===== src/rtl/coletor_tx.sv =====
// -----------------------------------------------------------------------------
// coletor_tx
//
// Return-path collector. Up to N_SENSORS sensing modules raise a level request
// together with a 3-bit response code and an 8-bit data field. A round-robin
// arbiter picks one pending module, its code/data are latched, the module is
// acknowledged, and the response is serialized on a byte-wide UART
// transmitter as:
//   byte0 = {code[2:0], module_address[4:0]}
//   byte1 = data
//   byte2 = byte0 ^ byte1        (only when COLETOR_CHECKSUM_EN is defined)
//
// Optional feature macro: COLETOR_CHECKSUM_EN (adds the XOR checksum byte).
//
// Parameters:
//   N_SENSORS : number of request lines, 1..32 (address field is 5 bits).
//   DATA_W    : per-module data width; only 8 is supported (UART byte).
//
// Ports:
//   clk            in   system clock, rising edge
//   reset          in   asynchronous, active-high reset
//   req            in   [N_SENSORS]   per-module level request, held until ack
//   resp_code_bus  in   [3*N]        module i code at [3i+2:3i]
//   resp_data_bus  in   [DATA_W*N]   module i data at [8i+7:8i]
//   ack            out  [N_SENSORS]  one-hot, one-cycle pulse in CAPTURE
//   tx_data        out  [8]          byte presented to the UART TX
//   tx_start       out               one-cycle pulse, tx_data valid with it
//   tx_busy        in                UART TX is shifting a byte
//   tx_done        in                one-cycle pulse, UART finished a byte
//   busy           out               high from capture to the final tx_done
// -----------------------------------------------------------------------------
module coletor_tx #(
  parameter int N_SENSORS = 32,
  parameter int DATA_W    = 8
) (
  input  logic                          clk,
  input  logic                          reset,
  input  logic [N_SENSORS-1:0]          req,
  input  logic [3*N_SENSORS-1:0]        resp_code_bus,
  input  logic [DATA_W*N_SENSORS-1:0]   resp_data_bus,
  output logic [N_SENSORS-1:0]          ack,
  output logic [7:0]                    tx_data,
  output logic                          tx_start,
  input  logic                          tx_busy,
  input  logic                          tx_done,
  output logic                          busy
);

  localparam int ADDR_W      = 5;
  localparam int MAX_SENSORS = 32;
  localparam int PROBE_W     = ADDR_W + 1;

  typedef enum logic [2:0] {
    IDLE,
    CAPTURE,
    SEND0,
    WAIT0,
    SEND1,
    WAIT1
`ifdef COLETOR_CHECKSUM_EN
    ,
    SEND2,
    WAIT2
`endif
  } state_t;

  state_t              state;
  logic [ADDR_W-1:0]   rr_ptr;
  logic [ADDR_W-1:0]   win_idx;
  logic [2:0]          code_q;
  logic [DATA_W-1:0]   data_q;

  // Frame byte builders. Keeping them as functions makes the frame layout
  // readable in one place and shared by the checksum byte.
  function automatic logic [7:0] frame_hdr(input logic [2:0]        code,
                                           input logic [ADDR_W-1:0] addr);
    return {code, addr};
  endfunction

  function automatic logic [7:0] frame_data(input logic [DATA_W-1:0] data);
    return 8'(data);
  endfunction

`ifdef COLETOR_CHECKSUM_EN
  function automatic logic [7:0] frame_csum(input logic [2:0]        code,
                                            input logic [ADDR_W-1:0] addr,
                                            input logic [DATA_W-1:0] data);
    return frame_hdr(code, addr) ^ frame_data(data);
  endfunction
`endif

  // Requests and response fields are widened to the full 32-entry address
  // space so the arbiter and the capture mux can be indexed directly by a
  // 5-bit address; unimplemented entries read as zero.
  logic [MAX_SENSORS-1:0] req_pad;
  logic [2:0]             code_arr [MAX_SENSORS];
  logic [DATA_W-1:0]      data_arr [MAX_SENSORS];

  always_comb begin
    req_pad                 = '0;
    req_pad[N_SENSORS-1:0]  = req;
  end

  always_comb begin
    for (int i = 0; i < MAX_SENSORS; i++) begin
      code_arr[i] = '0;
      data_arr[i] = '0;
    end
    for (int i = 0; i < N_SENSORS; i++) begin
      code_arr[i] = resp_code_bus[3*i +: 3];
      data_arr[i] = resp_data_bus[DATA_W*i +: DATA_W];
    end
  end

  // Round-robin pick: first set request at or after rr_ptr, wrapping at
  // N_SENSORS-1 back to 0. rr_ptr always points one past the last winner,
  // so the module just served is examined last.
  logic                   pick_found;
  logic [ADDR_W-1:0]      pick_idx;
  logic [PROBE_W-1:0]     probe;

  always_comb begin
    pick_found = 1'b0;
    pick_idx   = '0;
    probe      = '0;
    for (int k = 0; k < N_SENSORS; k++) begin
      probe = {1'b0, rr_ptr} + PROBE_W'(k);
      if (probe >= PROBE_W'(N_SENSORS)) begin
        probe = probe - PROBE_W'(N_SENSORS);
      end
      if (!pick_found && req_pad[probe[ADDR_W-1:0]]) begin
        pick_found = 1'b1;
        pick_idx   = probe[ADDR_W-1:0];
      end
    end
  end

  logic [MAX_SENSORS-1:0] pick_onehot;
  logic [ADDR_W-1:0]      ptr_after_win;

  assign pick_onehot   = 32'd1 << pick_idx;
  assign ptr_after_win = (win_idx == ADDR_W'(N_SENSORS - 1)) ? '0
                                                             : win_idx + 5'd1;

  // Control FSM. ack and tx_start default low every cycle so each is a
  // single-cycle pulse; tx_data holds the last byte presented until the next
  // SEND state overwrites it.
  always_ff @(posedge clk or posedge reset) begin
    if (reset) begin
      state    <= IDLE;
      rr_ptr   <= '0;
      win_idx  <= '0;
      code_q   <= '0;
      data_q   <= '0;
      ack      <= '0;
      tx_data  <= '0;
      tx_start <= 1'b0;
      busy     <= 1'b0;
    end else begin
      ack      <= '0;
      tx_start <= 1'b0;

      case (state)
        // Arbitrate among pending levels; ack and busy are raised so they are
        // visible during the CAPTURE cycle.
        IDLE: begin
          if (pick_found) begin
            win_idx <= pick_idx;
            ack     <= pick_onehot[N_SENSORS-1:0];
            busy    <= 1'b1;
            state   <= CAPTURE;
          end
        end

        // The winner keeps its fields stable until it sees ack, so they are
        // latched at the end of the ack cycle.
        CAPTURE: begin
          code_q <= code_arr[win_idx];
          data_q <= data_arr[win_idx];
          rr_ptr <= ptr_after_win;
          state  <= SEND0;
        end

        SEND0: begin
          if (!tx_busy) begin
            tx_data  <= frame_hdr(code_q, win_idx);
            tx_start <= 1'b1;
            state    <= WAIT0;
          end
        end

        WAIT0: begin
          if (tx_done) begin
            state <= SEND1;
          end
        end

        SEND1: begin
          if (!tx_busy) begin
            tx_data  <= frame_data(data_q);
            tx_start <= 1'b1;
            state    <= WAIT1;
          end
        end

        WAIT1: begin
          if (tx_done) begin
`ifdef COLETOR_CHECKSUM_EN
            state <= SEND2;
`else
            busy  <= 1'b0;
            state <= IDLE;
`endif
          end
        end

`ifdef COLETOR_CHECKSUM_EN
        SEND2: begin
          if (!tx_busy) begin
            tx_data  <= frame_csum(code_q, win_idx, data_q);
            tx_start <= 1'b1;
            state    <= WAIT2;
          end
        end

        WAIT2: begin
          if (tx_done) begin
            busy  <= 1'b0;
            state <= IDLE;
          end
        end
`endif

        default: begin
          state <= IDLE;
        end
      endcase
    end
  end

endmodule


===== config.mk =====
export PLATFORM = sky130hd
export DESIGN_NAME = coletor_tx
export DESIGN_NICKNAME = d
export VERILOG_FILES = /design/src/rtl/coletor_tx.sv
export SDC_FILE = /design/constraint.sdc
export NUM_CORES = 1
export LEC_CHECK = 0
export BUFFER_PORTS_ARGS = -buffer_cell sky130_fd_sc_hd__buf_2
export CORE_UTILIZATION = 35
export CTS_CLUSTER_SIZE = 8
export DETAILED_ROUTE_END_ITERATION = 16
export PLACE_DENSITY = 0.68
export SYNTH_ARGS = -nofsm -noshare
export SYNTH_HDL_FRONTEND = slang
export SYNTH_SLANG_ARGS = --single-unit

===== constraint.sdc =====
create_clock -name clk -period 10.9 [get_ports clk]
set_clock_uncertainty 0.15 [all_clocks]
set_input_delay 1.09 -clock clk [delete_from_list [all_inputs] [get_ports clk]]
set_output_delay 1.09 -clock clk [all_outputs]
set_load 0.05 [all_outputs]

==> tab_implementation.tex <==
\begin{tabular}{lr}
\hline
Metric & Value \\
\hline
\multicolumn{2}{l}{\textbf{Synthesis}} \\
\quad Syn Std Cell Area & 12500 um2 \\
\quad Top cells by instance count after synthesis & sky130\_fd\_sc\_hd\_\_mux4\_2 (212), sky130\_fd\_sc\_hd\_\_mux2i\_1 (92), sky130\_fd\_sc\_hd\_\_nand2\_1 (75) \\
\quad Count of unique library cells instantiated by Yosys & 100 \\
\quad Number of flops mapped to enable cells by yosys & 0 \\
\quad Largest family of logic cells by synthesized area & multiplexers \\
\quad Most used standard cell by instance count after synthesis & sky130\_fd\_sc\_hd\_\_mux4\_2 \\
\quad Number of nets in the synthesized netlist & 1566 \\
\quad Synth warnings & 0 \\
\quad Synthesized area per cell & 10.7 um2 \\
\quad Sequential area share after synthesis & 13.2\% \\
\quad Top area cells in the synthesized netlist & sky130\_fd\_sc\_hd\_\_mux4\_2 (38\%), sky130\_fd\_sc\_hd\_\_dfrtp\_1 (13\%), sky130\_fd\_sc\_hd\_\_mux2i\_1 (7.4\%) \\
\quad Synth Register Bits & 66 \\
\quad Xor and xnor area share after synthesis & 2.02\% \\
\quad Post-Synthesis Cells & 1163 \\
\quad Compound-Gate Fraction of Synth Area & 14.1\% \\
\quad Fraction of the mapped netlist area in adder cells & 1.50\% \\
\quad Post-synthesis mux area share & 50.6\% \\
\quad Most instantiated flip-flop cell in the synthesis netlist & sky130\_fd\_sc\_hd\_\_dfrtp\_1 \\
\quad Portion of synthesized cell area occupied by the leading cell type & 38.2\% \\
\quad Proportion of synthesized flip-flops having asynchronous set or reset & 100\% \\
\quad Biggest area consumer among synthesized cells & sky130\_fd\_sc\_hd\_\_mux4\_2 \\
\quad Synth Area in Simple Gates & 14.1\% \\
\multicolumn{2}{l}{\textbf{Clock tree}} \\
\quad Clock net sink count & 66 \\
\quad CTS Buf Count & 9 \\
\quad Total of hold buffers inserted after clock tree synthesis & 0 \\
\quad CTS root buffer & sky130\_fd\_sc\_hd\_\_clkbuf\_16 \\
\quad Deepest clock path buffer count & 2 \\
\quad CTS tree & done \\
\quad CTS HTree Levels & 3 \\
\quad Clock transition at the registers of the reported paths & 0.06 ns \\
\quad Clock insertion delay at the later pin of the skew report & 0.34 ns \\
\quad Buffer count from post-CTS setup fixing & 0 \\
\quad Gates resized, CTS repair & 0 \\
\multicolumn{2}{l}{\textbf{STA}} \\
\quad RSZ-0062 raised after global routing & no \\
\quad Final period utilization & 68.1\% \\
\quad Slew headroom & 14.2\% \\
\quad Clock period minus final worst setup slack & 7.42 ns \\
\quad Fmax & 0.135 GHz \\
\quad Fin. Hold Viols & 0 \\
\quad Final setup violation count & 0 \\
\quad Final-layout setup total negative slack & 0 ns \\
\quad Actual slew at the worst max-slew pin & 1.29 ns \\
\quad Worst hold slack & 0.327 ns \\
\quad Max-slew violation count & 0 \\
\multicolumn{2}{l}{\textbf{Global route}} \\
\quad Met1 track demand over resource in global routing & 45.3\% \\
\quad GR peak layer & met2 \\
\quad Met2 Resource Use GR & 49.2\% \\
\quad Number of global-route vias before repair & 12600 \\
\quad Total congestion overflow after global routing & 0 \\
\quad Routing usage on met3 & 9.22\% \\
\quad Number of antenna violations at the first check in global routing & 28 \\
\quad Largest net degree at the start of global routing & 67 \\
\quad Total global routing track utilization & 33.2\% \\
\quad Global-route wire length before repair & 86500 um \\
\multicolumn{2}{l}{\textbf{Cells and area}} \\
\quad Multi-input gate area & 10300 um2 \\
\quad Sequential cell area in the final layout & 1670 um2 \\
\quad Share of cells above drive strength 1 & 51.3\% \\
\quad Number of nets in the layout & 1938 \\
\quad Layout overhead on the synthesized area & 22.8\% \\
\quad Number of inserted filler cells in the final layout & 3305 \\
\multicolumn{2}{l}{\textbf{Setup path}} \\
\quad Kind of start point of the critical path & flip-flop \\
\quad Kind of critical path & reg2reg \\
\quad CP Capture Type & flip-flop \\
\quad CP required & 11.01 ns \\
\quad R2r setup slk & 3.48 ns \\
\quad Critical path data arrival time & 7.53 ns \\
\quad Highest net fanout along the worst path & 40 \\
\multicolumn{2}{l}{\textbf{Detailed routing}} \\
\quad Starting DRT DRC Count & 1792 \\
\quad Final antenna-violating net count & 0 \\
\quad Residual DRC & 0 \\
\quad Total iterations of the first detailed-routing run & 8 \\
\quad Routed Wire Length & 61500 um \\
\quad Routed len/inst & 30.7 um \\
\quad Number of vias per cell & 6.59 \\
\quad Via count & 13200 \\
\multicolumn{2}{l}{\textbf{Placement}} \\
\quad Placer congestion estimate & 1.04 \\
\quad Number of buffer cells added on primary ports & 429 \\
\quad Detailed-placement wirelength estimate & 50300 um \\
\multicolumn{2}{l}{\textbf{Floorplanning}} \\
\quad Chip Height & 191 um \\
\quad Horizontal extent of the die & 191 um \\
\quad Row count & 68 \\
\quad Core region area & 34800 um2 \\
\quad Io pins & 430 \\
\quad DIE AREA & 36500 um2 \\
\quad Starting density of the core & 35.9\% \\
\multicolumn{2}{l}{\textbf{Hold path}} \\
\quad Tightest Hold Check Type & reg2reg \\
\multicolumn{2}{l}{\textbf{Run}} \\
\quad Maximum capacitance violations & 0 \\
\multicolumn{2}{l}{\textbf{Status}} \\
\quad Result of the run & complete, no violations \\
\hline
\end{tabular}
## logic make-up after synthesis
family                   Yosys count
buffers and inverters            123
XOR/XNOR                          28
AO/OA/AOI/OAI                    250
multiplexers                     358
AND/OR/NAND/NOR                  323
flip-flops                        66
adder cells (fa/ha/maj)           15
## state kept, by name (all words and copies together), names as in the netlist
register	flops
win_idx	5
tx_data	8
busy	1
rr_ptr	5
state	3
code_q	3
data_q	8
ack	32
tx_start	1
## final timing paths
kind	cells after the start	endpoint	startpoint
worst max-delay path	13	ack[30]$_DFF_PP0_	rr_ptr[0]$_DFFE_PP0P_
min in group asynchronous	3	tx_start$_DFF_PP0_	reset
worst min register to register	2	tx_data[0]$_DFFE_PP0P_	tx_data[0]$_DFFE_PP0P_
max in group asynchronous	3	rr_ptr[1]$_DFFE_PP0P_	reset
worst min-delay path	2	tx_data[0]$_DFFE_PP0P_	tx_data[0]$_DFFE_PP0P_
worst max register to register	13	ack[30]$_DFF_PP0_	rr_ptr[0]$_DFFE_PP0P_
## critical path, cell delays in order (launching register included)
cell                       delay [ns]
sky130_fd_sc_hd__dfrtp_2         0.34
sky130_fd_sc_hd__buf_4           0.54
sky130_fd_sc_hd__inv_1           0.14
sky130_fd_sc_hd__ha_1            0.84
sky130_fd_sc_hd__mux4_2          0.69
sky130_fd_sc_hd__mux2_2          0.35
sky130_fd_sc_hd__mux4_2          0.63
sky130_fd_sc_hd__nor2_4          0.19
sky130_fd_sc_hd__nand4_1         0.46
sky130_fd_sc_hd__or4_4           0.79
sky130_fd_sc_hd__nor3_2          0.63
sky130_fd_sc_hd__nand2_1         0.18
sky130_fd_sc_hd__o221ai_2        1.00
sky130_fd_sc_hd__nor3b_2         0.34
## cells in the final DEF (no fill, tap or decap), types with 20 or more instances in the layout
cell                      count
sky130_fd_sc_hd__a21oi_1     47
sky130_fd_sc_hd__mux4_2     212
sky130_fd_sc_hd__buf_4       29
sky130_fd_sc_hd__o21ai_0     52
sky130_fd_sc_hd__xnor2_1     20
sky130_fd_sc_hd__buf_2      429
sky130_fd_sc_hd__mux2_2      50
sky130_fd_sc_hd__nor3_1      26
sky130_fd_sc_hd__nand2_1     75
sky130_fd_sc_hd__mux2i_1     92
sky130_fd_sc_hd__inv_1       23
sky130_fd_sc_hd__nand3_1     37
sky130_fd_sc_hd__dfrtp_1     60
sky130_fd_sc_hd__nor2_1      66
## area by class of cell
cell class	count	area share (%)
sequential	66	10.9
clock buffer	9	1.47
clock inverter	7	0.653
antenna	10	0.163
timing repair buffer	458	15.4
tap	455	3.71
inverter	26	0.636
multi-input combinational	974	67.1
## stage by stage
stage                     setup WS (ns)  instance area, um2  cells  util, %
after floorplan                    4.89               12500   1163        -
after global placement             3.83               15000   1979     43.1
after detailed placement           3.64               15000   1979     43.1
after CTS                          3.59               15300   1995     44.0
after global routing               2.99               15300   2002     44.1
final                              3.48               15300   2005     44.1
## per-layer routing
metal	wire (um)	share of wire [%]
met5	53	0.086
met4	2900	4.7
met3	7290	12
met2	27500	45
met1	23800	39
Power is not shown: default switching activity piles up to over one toggle a cycle in this logic, so the estimate is an artifact.
